File: config.mk
export PLATFORM = sky130hd
export DESIGN_NAME = decoder_nto2n_pipe
export DESIGN_NICKNAME = d
export VERILOG_FILES = /design/src/rtl/decoder_nto2n_pipe.sv
export SDC_FILE = /design/constraint.sdc
export NUM_CORES = 1
export LEC_CHECK = 0
export CAP_MARGIN = 20
export CORE_AREA = 5 5 42 44
export DETAILED_ROUTE_END_ITERATION = 16
export DIE_AREA = 0 0 47 49
export PLACE_DENSITY = 0.8
export SYNTH_ARGS = -nofsm -noshare
export SYNTH_HDL_FRONTEND = slang
export SYNTH_SLANG_ARGS = --single-unit
File: constraint.sdc
create_clock -name clk -period 2 [get_ports clk]
set_input_delay 0.3 -clock clk [delete_from_list [all_inputs] [get_ports clk]]
set_output_delay 0.3 -clock clk [all_outputs]
set_load 0.005 [all_outputs]
File: src/rtl/decoder_nto2n_pipe.sv
// Registered N-to-2^N decoder with valid/ready handshake, one-hot/thermometer/sticky modes,
// decode enable and selectable output polarity. Single output register, latency 1.
module decoder_nto2n_pipe #(
    parameter int IN_W       = 2,
    parameter bit ACTIVE_LOW = 1'b0
) (
    input  logic                   clk,
    input  logic                   rst_n,
    input  logic                   in_valid,
    output logic                   in_ready,
    input  logic [IN_W-1:0]        in_sel,
    input  logic                   in_en,
    input  logic [1:0]             in_mode,
    input  logic                   clr,
    output logic                   out_valid,
    input  logic                   out_ready,
    output logic [(1<<IN_W)-1:0]   out_data,
    output logic                   out_err
);

    localparam int OUT_W = 1 << IN_W;
    localparam logic [OUT_W-1:0] IDLE = {OUT_W{ACTIVE_LOW}};

    typedef enum logic [1:0] {
        MODE_ONEHOT  = 2'b00,
        MODE_THERMO  = 2'b01,
        MODE_STICKY  = 2'b10,
        MODE_ILLEGAL = 2'b11
    } mode_e;

    function automatic logic [OUT_W-1:0] onehot(input logic [IN_W-1:0] sel);
        return OUT_W'(1) << sel;
    endfunction

    function automatic logic [OUT_W-1:0] thermo(input logic [IN_W-1:0] sel);
        logic [OUT_W-1:0] v;
        v = '0;
        for (int i = 0; i < OUT_W; i++) begin
            v[i] = (i[IN_W-1:0] <= sel);
        end
        return v;
    endfunction

    function automatic logic [OUT_W-1:0] to_pin(input logic [OUT_W-1:0] v);
        return ACTIVE_LOW ? ~v : v;
    endfunction

    logic             vld_p1_q,  vld_p1_d;
    logic [OUT_W-1:0] data_p1_q, data_p1_d;
    logic             err_p1_q,  err_p1_d;
    logic [OUT_W-1:0] acc_q,     acc_d;

    logic             accept_p0;
    logic [OUT_W-1:0] vec_p0;
    logic             err_p0;
    logic [OUT_W-1:0] acc_base_p0;
    mode_e            mode_p0;

    assign in_ready  = !vld_p1_q || out_ready;
    assign accept_p0 = in_valid && in_ready;
    assign mode_p0   = mode_e'(in_mode);

    // Stage p0: decode and accumulator update; clr zeroes acc before any sticky OR.
    always_comb begin
        acc_base_p0 = clr ? '0 : acc_q;
        vec_p0      = '0;
        err_p0      = 1'b0;
        acc_d       = acc_base_p0;
        if (in_en) begin
            case (mode_p0)
                MODE_ONEHOT: vec_p0 = onehot(in_sel);
                MODE_THERMO: vec_p0 = thermo(in_sel);
                MODE_STICKY: begin
                    vec_p0 = acc_base_p0 | onehot(in_sel);
                    if (accept_p0) begin
                        acc_d = vec_p0;
                    end
                end
                default:     err_p0 = 1'b1;
            endcase
        end
    end

    // Stage p1: output register, holds while stalled.
    always_comb begin
        vld_p1_d  = vld_p1_q;
        data_p1_d = data_p1_q;
        err_p1_d  = err_p1_q;
        if (accept_p0) begin
            vld_p1_d  = 1'b1;
            data_p1_d = to_pin(vec_p0);
            err_p1_d  = err_p0;
        end else if (vld_p1_q && out_ready) begin
            vld_p1_d  = 1'b0;
        end
    end

    always_ff @(posedge clk or negedge rst_n) begin
        if (!rst_n) begin
            vld_p1_q  <= 1'b0;
            data_p1_q <= IDLE;
            err_p1_q  <= 1'b0;
            acc_q     <= '0;
        end else begin
            vld_p1_q  <= vld_p1_d;
            data_p1_q <= data_p1_d;
            err_p1_q  <= err_p1_d;
            acc_q     <= acc_d;
        end
    end

    assign out_valid = vld_p1_q;
    assign out_data  = data_p1_q;
    assign out_err   = err_p1_q;

endmodule
# --- Word level (Yosys, flattened, before mapping) ---
# Cells that the tools add are included.
word_totals:
  reg_bits: 10
  input_bits: 10
  output_inout_bits: 7
  wordCells: 29
classes:
  order_cmp: 4
  eq_ne: 2
  shifts: 1
  n_mux: 10
  bitwise: 1
  reduce_logical: 7
ops:
  columns: ["operator", "n"]
  rows:
  - ["two-way mux 4 bit", 5]
  - ["one-hot mux 4 bit (3 select lines)", 1]
  - ["<= comparator 1 x 2 -> 1 bit, first input constant", 2]
  - ["<= comparator 2 bit, first input constant", 2]
  - ["two-way mux 1 bit", 4]
  - ["bitwise OR 4 bit", 1]
  - ["<< shifter 1 x 2 -> 4 bit, first input constant", 1]
  - ["OR reduction 3 bit", 1]
  - ["== test 2 x 1 -> 1 bit, second input constant", 1]
  - ["== test 2 bit, second input constant", 1]
  - ["logical AND 1 bit", 2]
  - ["zero test 2 bit", 1]
  - ["nonzero test 2 bit", 1]
  - ["zero test 1 bit", 1]
  - ["logical OR 1 bit", 1]

# --- Logic depth before layout (Yosys ltp) ---
logic_depth:
  ltp_word: 6
  depth_mapped: 3
  ltp_nobuf: 3

# --- Worst setup path after synthesis ---
# OpenSTA, ideal clock, no wires.
synth_path:
  kind: "register to register"
  startpoint: "register vld_p1_q (netlist: out_valid)"
  endpoint: "register err_p1_q (netlist: out_err)"
  setup_time_ns: 0.125
  arrival_time_ns: 0.941
  required_time_ns: 1.875
  setup_slack_ns: 0.934
  path_stages_with_launch: 4
  path_buffers: 0
  synth_period_minus_slack_ns: 1.066
  path_cell_list: "dfrtp_1 > nand2b_4 > nand2_1 > mux2_2"
synth_between:
  elab_chain_cells: 3
synth_lines:
  columns: ["item", "line", "source"]
  rows:
  - ["start: declaration", "48", "logic vld_p1_q, vld_p1_d;"]
  - ["start signal: assignment", "105", "vld_p1_q <= vld_p1_d;"]
  - ["zero test 1 bit", "59", "assign in_ready = !vld_p1_q || out_ready;"]
  - ["logical OR 1 bit", "59", null]
  - ["via in_ready", "10", "output logic in_ready,"]
  - ["logical AND 1 bit", "60", "assign accept_p0 = in_valid && in_ready;"]
  - ["end signal: assignment", "107", "err_p1_q <= err_p1_d;"]
  - ["end: declaration", "50", "logic err_p1_q, err_p1_d;"]
# The timed path passes the listed nets, and every way through them passes these cells.
# A chain may end at the register's enable or synchronous reset.

# --- Worst setup path in the final report ---
layout_path:
  startpoint: "input port out_ready"
  endpoint: "output port in_ready"
layout_between:
  elab_chain_cells: 1
layout_lines:
  columns: ["item", "line", "source"]
  rows:
  - ["start: declaration", "16", "input logic out_ready,"]
  - ["logical OR 1 bit", "59", null]
  - ["end: declaration", "10", null]
# No other way between the ends.

==> impl_metrics.env <==
export IMPL_drive_gt1_share_pct=16.7
export IMPL_p_clk_share_pct=37.1
export IMPL_port_buffers=16
export IMPL_synth_compound_area_share_pct=22.8
export IMPL_switching_share_pct=23.9
export IMPL_postCtsHoldBufs=0
export IMPL_crit_fanout=5
export IMPL_maxCapViolCount=0
export IMPL_switchingPower_mw=0.118
export IMPL_cts_resized=0
export IMPL_via_per_inst=5.45
export IMPL_maxSlewHeadroom_pct=68.6
export IMPL_antenna_found_initial=0
export IMPL_power_density_nw_per_um2=691
export IMPL_crit_type="input pin to output port"
export IMPL_critPathLaunch="out_ready"
export IMPL_tns_ps=0
export IMPL_ant_nets=0
export IMPL_post_synth_cell_area_avg_sq_um=12.5
export IMPL_dpl_cell_area_sq_um=681
export IMPL_ys_warn_count=0
export IMPL_grtUsageTotal_pct=11.6
export IMPL_pin_count=17
export IMPL_syn_area_sq_um=500
export IMPL_rsz0062_at_grt="no"
export IMPL_grt_overflow=0
export IMPL_htreeDepth=1
export IMPL_synth_top_family_by_area="simple AND/OR/NAND/NOR gates"
export IMPL_dpl_cell_count=72
export IMPL_cts_sinks=10
export IMPL_combPwrFrac_pct=18.5
export IMPL_hold_worst_slack_ps=352
export IMPL_finalSetupViolCount=0
export IMPL_cp_end_kind="output port"
export IMPL_finalWeightedCongestion=0.797
export IMPL_fill_cells=130
export IMPL_n_antenna_cell=0
export IMPL_final_area_sq_um=717
export IMPL_muxShareOfSynthArea_pct=2.25
export IMPL_die_y_microns=49
export IMPL_synthXorXnorAreaFrac_pct=0
export IMPL_status="complete, no violations"
export IMPL_dr_pass1_iters=4
export IMPL_postCtsSetupBuffers=0
export IMPL_cts_made_buffers=3
export IMPL_finalMaxSlewViolations=0
export IMPL_clk_pin_slew_ps=70
export IMPL_ys_flop_type="dfrtp_1"
export IMPL_seq_power_share_pct=44.5
export IMPL_fmax_mhz=586
export IMPL_yosysUniqueCellTypes=17
export IMPL_syn_inst=40
export IMPL_finalNonFillerCells=76
export IMPL_layout_min_cycle_time_ps=1710
export IMPL_r2r_start="out_valid"
export IMPL_insertion_delay_ps=270
export IMPL_route_detailed_drc=0
export IMPL_crit_required_ps=1700
export IMPL_worst_ir_drop_vdd_v=0.000382
export IMPL_yosysSeqAreaShare_pct=50.0
export IMPL_avgRoutedWirePerCell_microns=15.6
export IMPL_worstSetupStartpointType="input pin"
export IMPL_cts_buffer_depth=2
export IMPL_die_w_microns=47
export IMPL_synth_simple_gate_area_share_pct=23.5
export IMPL_synthAdderAreaFrac_pct=0
export IMPL_skew_ps=2.40
export IMPL_post_route_period_util_pct=85.4
export IMPL_synth_seq_cells=10
export IMPL_synth_nets=50
export IMPL_initial_core_util_pct=35.7
export IMPL_intPower_mw=0.377
export IMPL_grt_max_degree=11
export IMPL_grt_pass1_vias=408
export IMPL_synth_edff_count=0
export IMPL_nets=71
export IMPL_vias=414
export IMPL_worst_pin_slew_ps=469
export IMPL_die_area_sq_um=2300
export IMPL_core_area_sq_um=1400
export IMPL_area_growth_pct=43.3
export IMPL_arrival_ps=1410
export IMPL_root_buffer="clkbuf_4"
export IMPL_drtIter0Drc=13
export IMPL_hold_class="input pin to async pin"
export IMPL_grt_pass1_wl_microns=1870
export IMPL_cts_tree="yes"
export IMPL_dp_hpwl_microns=878
export IMPL_synthArstFlopShare_pct=100
export IMPL_drt_total_wl_microns=1190
export IMPL_rows=14
export IMPL_final_hold_viol_count=0
export IMPL_p_leak_nw=0.296
cells in the final DEF (no fill, tap or decap):
cell / synthesis / layout
a311oi_1: 1 / 1
a32oi_1: 2 / 2
and3_2: 1 / 1
clkbuf_4: 0 / 3
clkbuf_8: 0 / 1
clkdlybuf4s50_1: 0 / 16
dfrtp_1: 10 / 10
inv_1: 2 / 2
mux2_2: 1 / 1
nand2_1: 4 / 4
nand2b_1: 4 / 4
nand2b_4: 1 / 1
nand4_1: 1 / 1
nand4_4: 1 / 1
nand4bb_1: 1 / 1
nor2_1: 1 / 1
nor2b_4: 1 / 1
o211a_1: 1 / 1
o2bb2ai_1: 7 / 7
o32ai_2: 1 / 1
path summary, 6_finish.rpt:
check	endpoint	slack, ps	cells past startpoint
max	in_ready	290	3
min	acc_q[1]	350	1
max reg2reg	out_err	890	3
min reg2reg	out_data[1]	490	1
max in group asynchronous	out_valid	1330	1
min in group clk	out_data[1]	490	1
power by group through the flow:
stage	combinational (mW)	sequential (mW)	clock, mW
after floorplan	0.0309	0.225	0
after global placement	0.0902	0.224	0
after detailed placement	0.0919	0.224	0
after CTS	0.0925	0.220	0.190
after global routing	0.0995	0.222	0.199
final	0.0914	0.220	0.184
synthesized netlist by cell type, drive strengths merged (2+ instances only):
cell / number / area, sq um
a32oi: 2 / 17.5
o2bb2ai: 7 / 61.3
nand2: 4 / 15.0
dfrtp: 10 / 250
inv: 2 / 7.51
nand4: 2 / 27.5
nand2b: 5 / 38.8
per-stage QoR:
step	worst slack [ps]	util, %	power, mW
3_5_place_dp	292	48.6	0.316
5_1_grt	263	51.2	0.520
6_report	292	51.2	0.495
3_3_place_gp	293	48.6	0.314
4_1_cts	289	51.2	0.503
2_1_floorplan	934	-	0.256
sequential cells by signal, indices dropped and copies added, names as in the netlist:
signal     flops
out_valid      1
out_err        1
acc_q          4
out_data       4
area by class of cell:
| cell class | count | area (sq um) | area share, % |
|---|---|---|---|
| flip-flops and latches | 10 | 250 | 34.9 |
| clock buffers | 4 | 36.3 | 5.06 |
| repair buffers | 16 | 160 | 22.3 |
| inverters | 2 | 7.51 | 1.05 |
| well taps | 16 | 20.0 | 2.79 |
| multi-input cells | 28 | 243 | 33.9 |
critical path: stages:
cell and delay (ps):
clkdlybuf4s50_1 460, nand2b_4 150, clkdlybuf4s50_1 500
cell families after synthesis:
kind of cell / count (synthesis)
AOI/OAI and AO/OA: 12
DFF: 10
muxes: 1
buffers and inverters: 2
and+or+nand+nor: 15
metal layers:
layer,vias up,GRT usage [%],part of all wire [%]
met2,16,15.4,46
met4,0,6.91,0.93
met3,2,3.32,5.2
li1,198,-,-
met1,198,16.2,48
met5,-,0,0
No activity file was read; power rests on OpenSTA's default activity.
